<file path="src/rtl/sensor_monitor_if.sv">
// Bus bundle between the sensor-bank scan controller and its user.
// The slave side is the monitor; the master side drives enable/sensors/ack.
interface sensor_monitor_if #(
   parameter int unsigned CNT_W = 8
);
   logic             enable;
   logic [3:0]       sensors;
   logic             ack;
   logic             alarm;
   logic             sample_strobe;
   logic [CNT_W-1:0] error_count;

   modport master (
      output enable, sensors, ack,
      input  alarm, sample_strobe, error_count
   );

   modport slave (
      input  enable, sensors, ack,
      output alarm, sample_strobe, error_count
   );
endinterface

</file>
<file path="src/rtl/sensor_monitor.sv">
// Periodic scan controller for the 4-bit sensor bank: synchronise, sample
// every PERIOD cycles, debounce the error condition and latch an alarm.
module sensor_monitor #(
   parameter int unsigned PERIOD   = 8,
   parameter int unsigned DEBOUNCE = 3,
   parameter int unsigned CNT_W    = 8
) (
   input  logic            clk,
   input  logic            n_rst,
   sensor_monitor_if.slave bus
);
   localparam int unsigned PRE_W = (PERIOD > 1) ? $clog2(PERIOD) : 1;
   localparam int unsigned STK_W = $clog2(DEBOUNCE + 1);

   localparam logic [PRE_W-1:0] PRE_MAX = PRE_W'(PERIOD - 1);
   localparam logic [STK_W-1:0] STK_MAX = STK_W'(DEBOUNCE);
   localparam logic [CNT_W-1:0] CNT_MAX = '1;

   localparam logic [1:0] S_IDLE    = 2'd0;
   localparam logic [1:0] S_MONITOR = 2'd1;
   localparam logic [1:0] S_CONFIRM = 2'd2;
   localparam logic [1:0] S_ALARM   = 2'd3;

   logic [3:0]       r_sync1;
   logic [3:0]       r_sync2;
   logic [PRE_W-1:0] r_presc;
   logic             r_strobe;
   logic [1:0]       r_state;
   logic [STK_W-1:0] r_streak;
   logic [CNT_W-1:0] r_err_cnt;
   logic             r_alarm;

   logic             w_err;
   logic             w_tick;
   logic [1:0]       w_state_nxt;
   logic [STK_W-1:0] w_streak_nxt;
   logic [CNT_W-1:0] w_cnt_nxt;

   // Two-flop synchroniser per sensor bit
   always_ff @(posedge clk or negedge n_rst) begin
      if (!n_rst) begin
         r_sync1 <= '0;
         r_sync2 <= '0;
      end else begin
         r_sync1 <= bus.sensors;
         r_sync2 <= r_sync1;
      end
   end

   assign w_err  = r_sync2[0] | (r_sync2[1] & (r_sync2[2] | r_sync2[3]));
   assign w_tick = bus.enable & (r_presc == PRE_MAX);

   // Sample-rate prescaler, parked at zero while scanning is disabled
   always_ff @(posedge clk or negedge n_rst) begin
      if (!n_rst) begin
         r_presc  <= '0;
         r_strobe <= 1'b0;
      end else begin
         r_strobe <= w_tick;
         if (!bus.enable || (r_presc == PRE_MAX)) begin
            r_presc <= '0;
         end else begin
            r_presc <= r_presc + PRE_W'(1);
         end
      end
   end

   // Debounce / alarm state machine: next-state, streak and event count
   always_comb begin
      w_state_nxt  = r_state;
      w_streak_nxt = r_streak;
      w_cnt_nxt    = r_err_cnt;

      case (r_state)
         S_IDLE: begin
            w_streak_nxt = '0;
            if (bus.enable) begin
               w_state_nxt = S_MONITOR;
            end
         end
         S_MONITOR: begin
            if (!bus.enable) begin
               w_state_nxt  = S_IDLE;
               w_streak_nxt = '0;
            end else if (w_tick && w_err) begin
               w_streak_nxt = STK_W'(1);
               w_state_nxt  = (DEBOUNCE == 1) ? S_ALARM : S_CONFIRM;
            end
         end
         S_CONFIRM: begin
            if (!bus.enable) begin
               w_state_nxt  = S_IDLE;
               w_streak_nxt = '0;
            end else if (w_tick) begin
               if (w_err) begin
                  w_streak_nxt = r_streak + STK_W'(1);
                  if (w_streak_nxt == STK_MAX) begin
                     w_state_nxt = S_ALARM;
                  end
               end else begin
                  w_streak_nxt = '0;
                  w_state_nxt  = S_MONITOR;
               end
            end
         end
         S_ALARM: begin
            // Ack has priority over any coincident tick; the tick is dropped
            if (bus.ack) begin
               w_streak_nxt = '0;
               w_state_nxt  = bus.enable ? S_MONITOR : S_IDLE;
            end
         end
         default: begin
            w_state_nxt  = S_IDLE;
            w_streak_nxt = '0;
         end
      endcase

      if ((w_state_nxt == S_ALARM) && (r_state != S_ALARM) && (r_err_cnt != CNT_MAX)) begin
         w_cnt_nxt = r_err_cnt + CNT_W'(1);
      end
   end

   // Alarm register tracks the next state so it rises with the ALARM state itself
   always_ff @(posedge clk or negedge n_rst) begin
      if (!n_rst) begin
         r_state   <= S_IDLE;
         r_streak  <= '0;
         r_err_cnt <= '0;
         r_alarm   <= 1'b0;
      end else begin
         r_state   <= w_state_nxt;
         r_streak  <= w_streak_nxt;
         r_err_cnt <= w_cnt_nxt;
         r_alarm   <= (w_state_nxt == S_ALARM);
      end
   end

   assign bus.alarm         = r_alarm;
   assign bus.sample_strobe = r_strobe;
   assign bus.error_count   = r_err_cnt;
endmodule

</file>
<file path="src/flat_wrapper.sv">
// flat-port wrapper written by rule: the top's interface ports become plain ports
module sensor_monitor_flat 
#(
   parameter int unsigned PERIOD   = 8,
   parameter int unsigned DEBOUNCE = 3,
   parameter int unsigned CNT_W    = 8
)
  (clk, n_rst, bus_enable, bus_sensors, bus_ack, bus_alarm, bus_sample_strobe, bus_error_count);
  sensor_monitor_if #(.CNT_W(CNT_W)) bus_i ();
  input  logic clk;
  input  logic n_rst;
  input wire logic [$bits(bus_i.enable)-1:0] bus_enable;
  input wire logic [$bits(bus_i.sensors)-1:0] bus_sensors;
  input wire logic [$bits(bus_i.ack)-1:0] bus_ack;
  output wire logic [$bits(bus_i.alarm)-1:0] bus_alarm;
  output wire logic [$bits(bus_i.sample_strobe)-1:0] bus_sample_strobe;
  output wire logic [$bits(bus_i.error_count)-1:0] bus_error_count;
  assign bus_i.enable = bus_enable;
  assign bus_i.sensors = bus_sensors;
  assign bus_i.ack = bus_ack;
  assign bus_alarm = bus_i.alarm;
  assign bus_sample_strobe = bus_i.sample_strobe;
  assign bus_error_count = bus_i.error_count;
  sensor_monitor #(.PERIOD(PERIOD), .DEBOUNCE(DEBOUNCE), .CNT_W(CNT_W)) u_core (.clk(clk), .n_rst(n_rst), .bus(bus_i));
endmodule
</file>
<file path="config.mk">
export PLATFORM = sky130hd
export DESIGN_NAME = sensor_monitor_flat
export DESIGN_NICKNAME = d
export VERILOG_FILES = /design/src/rtl/sensor_monitor_if.sv /design/src/rtl/sensor_monitor.sv /design/src/flat_wrapper.sv
export SDC_FILE = /design/constraint.sdc
export NUM_CORES = 1
export LEC_CHECK = 0
export ABC_CLOCK_PERIOD_IN_PS = 3300
export CAP_MARGIN = 20
export CORE_UTILIZATION = 52
export DETAILED_ROUTE_END_ITERATION = 8
export PLACE_DENSITY = 0.77
export SLEW_MARGIN = 5
export SYNTH_ARGS = -nofsm -noshare
export SYNTH_HDL_FRONTEND = slang
export SYNTH_SLANG_ARGS = --single-unit
</file>
<file path="constraint.sdc">
create_clock -name clk -period 3.3 [get_ports clk]
set_clock_uncertainty 0.15 [all_clocks]
set_input_delay 0.99 -clock clk [delete_from_list [all_inputs] [get_ports clk]]
set_output_delay 0.99 -clock clk [all_outputs]
set_load 0.01 [all_outputs]
</file>
# Word-level counts from Yosys, hierarchy flattened
# Index checks and enable logic that the tools add are counted.
# W data, S select, Z words.
dict set report totals {
  mem_bits_ro 0
  n_memories 0
  out_inout_bits 10
  latch_bits 0
  mem_bits_rw 0
  input_bits 8
  word_cells 51
  register_bits 25
}
dict set report classes {
  div_mod_pow 0
  order_cmp 0
  shifts 0
  reduce_logical 7
  n_mul 0
  mux 18
  bitwise 4
  eq_ne 11
  add_sub_neg 3
}
# op count
set op_table {}
lappend op_table {{$mux W2} 14}
lappend op_table {{$pmux W2 S4} 2}
lappend op_table {{$add A8 B1 Y8 const B} 1}
lappend op_table {{$eq A2 B2 Y1 const B} 4}
lappend op_table {{$ne A8 B8 Y1 const B} 1}
lappend op_table {{$ne A3 B2 Y1 const B} 2}
lappend op_table {{$ne A2 B2 Y1 const B} 2}
lappend op_table {{$add A3 B1 Y3 const B} 1}
lappend op_table {{$eq A3 B3 Y1 const B} 1}
lappend op_table {{$logic_and A1 B1 Y1} 3}
lappend op_table {{$mux W3} 1}
lappend op_table {{$reduce_and A3 Y1} 1}
lappend op_table {{$add A2 B1 Y2 const B} 1}
lappend op_table {{$and A1 B1 Y1} 2}
lappend op_table {{$eq A2 B1 Y1 const B} 1}
lappend op_table {{$logic_not A2 Y1} 1}
lappend op_table {{$or A1 B1 Y1} 2}
lappend op_table {{$logic_not A1 Y1} 1}
lappend op_table {{$logic_or A1 B1 Y1} 1}
lappend op_table {{$mux W1} 1}

# Depth between registers and ports, before layout
dict set report logic_depth {
  depth_word 10
  ltp_mapped 9
}

# Worst setup path after synthesis
# OpenSTA, ideal clock, no wires.
dict set report synth_path {
  kind {in2reg}
  from {input port bus_enable}
  to {register u_core.r_err_cnt[1], in the netlist u_core.bus.error_count[1]}
  path_slack_ns 0.488
  setup_ns 0.125
  arrival_time_ns 2.538
  t_required_ns 3.025
  path_stages 7
  path_cell_list {clkbuf_1 o21a_1 a311o_1 a32oi_2 o21ai_2 nor2_1 mux2_2}
}
dict set report synth_via {
  elab_chain_cells 8
}
# item line_no
set synth_lines {}
lappend synth_lines {{start: declaration} flat_wrapper.sv:12} ;# input wire logic [$bits(bus_i.enable)-1:0] bus_enable;
lappend synth_lines {{$and A1 B1 Y1} sensor_monitor.sv:51} ;# assign w_tick = bus.enable & (r_presc == PRE_MAX);
lappend synth_lines {{$logic_and A1 B1 Y1} sensor_monitor.sv:85} ;# end else if (w_tick && w_err) begin
lappend synth_lines {{$mux W2} sensor_monitor.sv:85}
lappend synth_lines {{$mux W2} sensor_monitor.sv:82} ;# if (!bus.enable) begin
lappend synth_lines {{$pmux W2 S4 (*)} sensor_monitor.sv:74} ;# case (r_state)
lappend synth_lines {{via u_core.w_state_nxt[0]} sensor_monitor.sv:35} ;# logic [1:0] w_state_nxt;
lappend synth_lines {{$eq A2 B2 Y1 (*)} sensor_monitor.sv:119} ;# if ((w_state_nxt == S_ALARM) && (r_state != S_ALARM) && (r_err_cnt != CNT_MAX)) begin
lappend synth_lines {{$logic_and A1 B1 Y1 (*) (2 in a row)} sensor_monitor.sv:119}
lappend synth_lines {{end signal: assignment} sensor_monitor.sv:134} ;# r_err_cnt <= w_cnt_nxt;
lappend synth_lines {{end: declaration} sensor_monitor.sv:30} ;# logic [CNT_W-1:0] r_err_cnt;
# The timed path passes the listed nets; every way through them passes the cells marked *.
# A chain may end at the register's enable or synchronous reset.

# Worst setup path in the final report
dict set report layout_path {
  from {input port bus_enable}
  to {register u_core.r_err_cnt[4], in the netlist u_core.bus.error_count[4]}
}
# Same word-level chain as after synthesis.

==> flow_summary.toml <==
[cts]
insertion_delay_ns = 0.31
post_cts_buffers = 0
root_buffer = "clkbuf_4"
htreeDepth = 1
clock_sinks = 25
cts.path.max_buffers = 2
cts_tree = "yes"
cts.clk_slew.worst_paths_ns = 0.14
cts_resized = 0
hold_buffers = 0
cts_buffers = 3

[sta]
setup_tns_ns = 0
slew_violations = 0
timing.fmax_mhz = 339
min_period_over_period = 0.894
min_period_ns = 2.95
max_slew_margin = 0.686
final-hold-violation-count = 0
rsz0062_at_grt = "no"
worst_slew_pin_slew_ns = 0.470
setup_viol = 0

[die]
core-area_um2 = 2040
die-area_um2 = 2460
die_h_um = 49.6
io_pins = 18
start_util = 0.577
row_count = 16
die_x_um = 49.6

[layout]
areaGrowthSynthToFinish_pct = 21.3
final_cell_mix = "dfrtp_1 (25), clkdlybuf4s50_1 (17), inv_1 (9)"
diodes = 0
finalNonFillerCells = 153
final_nets = 143
layout-drive-gt1-share = 0.127
final_common_cell = "dfrtp_1"
n_fill_cell = 165

[routing]
drt_first_pass_iters = 4
ant_nets = 0
post_drt_via_cell_ratio = 5.29
drc = 0
wl_mm = 1.90
vias = 809
routedWlPerCell_um = 12.4
drt-initial-drc-count = 18

[worst_setup_path]
cp_data_required_time_ns = 3.39
worstPathMaxFanout = 9
regToRegSetupSlack_ns = 0.71
cp.arrival_ns = 3.04
rr_endpoint = "u_core.bus.error_count[4]"
critPathTopFamily = "compound AO/OA/AOI/OAI gates"
path_class = "in2reg"
cpPeakStageDelay_ns = 0.54
r2r_start = "u_core.r_presc[0]"
worstSetupEndpointType = "flop"
start_kind = "input port"
worstRegToRegCells = 9
cpMaxStageDelayCell = "clkdlybuf4s50_1"
cp_num_buf_inv = 2
path_cells = "clkdlybuf4s50_1 > o21a_1 > a311o_1 > a32oi_2 > o21ai_2 > buf_4 > nor3_1 > xor2_1"

[synth]
synth_nets = 120
synth-edff-count = 0
yosysSeqAreaShare = 0.531
netlist_area_um2 = 1180
postSynthAreaPerCell_um2 = 11.3
async_flop_share = 1.00
syn-instance-count = 104
yosys_most_used_dff = "dfrtp_1"
yosys_warnings = 0
synth.distinct_cells = 31
synth-seq-cells = 25

[global_route]
grt_first_pass_wirelength_mm = 3.39
grt_pass1_vias = 828
grt_max_degree = 26
antenna_found_initial = 0
grt_remaining_overflow = 0
grtUsageTotal = 0.178

[worst_hold_path]
hold_end = "u_core.r_sync2[0]"
min_from = "u_core.r_sync1[0]"
hold_depth = 0
hold_class = "reg2reg"

[power]
powerDensity_nw_per_um2 = 426
ir_drop_v = 0.000295
p_leak_nw = 0.677

[status]
outcome = "finished, final reports clean"

[placed_design]
port_buffers = 17
placed_cells = 149
detailed_place_hpwl_mm = 1.45
gp_congestion = 0.924

[flow_run]
max-cap-violations = 0
==> logic make-up (layout without fill, tap and decap cells) <==
family          after synthesis  after routing  synth area share
buf+inv                      11             33            0.0351
fa+ha+maj                     8              8            0.0850
flops                        25             25             0.531
compound gates               20             20             0.128
mux                           2              2            0.0191
xor+xnor                      7              7            0.0521
simple gates                 31             31             0.150
==> final cells by class <==
cell class	instances	area, um^2	share of cell area
inverters	9	33.8	0.0237
multi-input cells	68	510	0.358
repair buffers	20	193	0.135
flip-flops and latches	25	626	0.438
well taps	27	33.8	0.0237
clock inverters	1	8.76	0.00613
clock buffers	3	22.5	0.0158
==> power breakdown <==
| part | total (W) | leakage [nW] | internal [W] | switching [W] |
|---|---|---|---|---|
| combinational | 0.000126 | 0.333 | 0.0000559 | 0.0000701 |
| clock | 0.000138 | 0.0183 | 0.0000491 | 0.0000889 |
| sequential | 0.000345 | 0.325 | 0.000326 | 0.0000190 |
| total | 0.000609 | 0.677 | 0.000431 | 0.000178 |
==> per-stage QoR <==
step	hold WS, ns	power, W	utilization	area [um^2]	setup slack [ns]
after floorplan	0.181	0.000436	-	1180	0.488
after global placement	0.185	0.000471	0.684	1400	0.0842
after detailed placement	0.188	0.000476	0.684	1400	0.0275
after CTS	0.220	0.000615	0.699	1430	0.358
after global routing	0.227	0.000650	0.699	1430	0.233
final	0.217	0.000609	0.699	1430	0.350
==> cells in the mapped netlist (all sizes together), types with 2 or more instances <==
| library cell | count | area (um^2) |
|---|---|---|
| mux2 | 2 | 22.5 |
| nor3 | 6 | 30.0 |
| ha | 8 | 100 |
| nand3 | 4 | 20.0 |
| nor2 | 4 | 15.0 |
| clkbuf | 2 | 7.51 |
| nor3b | 2 | 15.0 |
| o21ai | 5 | 28.8 |
| nand4 | 2 | 12.5 |
| inv | 9 | 33.8 |
| or2 | 2 | 12.5 |
| a21oi | 3 | 15.0 |
| o21a | 2 | 15.0 |
| xor2 | 7 | 61.3 |
| nand2 | 7 | 26.3 |
| dfrtp | 25 | 626 |
==> registers in the layout, summed over array words and instances (netlist names) <==
register	count
u_core.bus.error_count	8
u_core.r_sync1	4
u_core.r_sync2	4
u_core.r_presc	3
u_core.r_state	2
u_core.r_streak	2
u_core.bus.alarm	1
u_core.bus.sample_strobe	1
==> routing by layer <==
metal | global-route usage | routed length (um) | up-vias
met5 | 0 | 0 | -
met4 | 0.0476 | 13 | 0
met3 | 0.0278 | 64 | 2
met2 | 0.293 | 880 | 15
met1 | 0.243 | 938 | 382
li1 | - | - | 410
==> worst max-delay path by stage <==
stage	to	slack (ns)	depth (start not counted)	startpoint
floorplan	u_core.bus.error_count[1]	0.49	7	bus_enable
global placement	u_core.bus.error_count[1]	0.08	7	bus_enable
detailed placement	u_core.bus.error_count[5]	0.03	8	bus_enable
CTS	u_core.bus.error_count[4]	0.36	8	bus_enable
global route	u_core.bus.error_count[4]	0.23	8	bus_enable
finish	u_core.bus.error_count[4]	0.35	8	bus_enable
No activity file was read; power rests on OpenSTA's default activity.
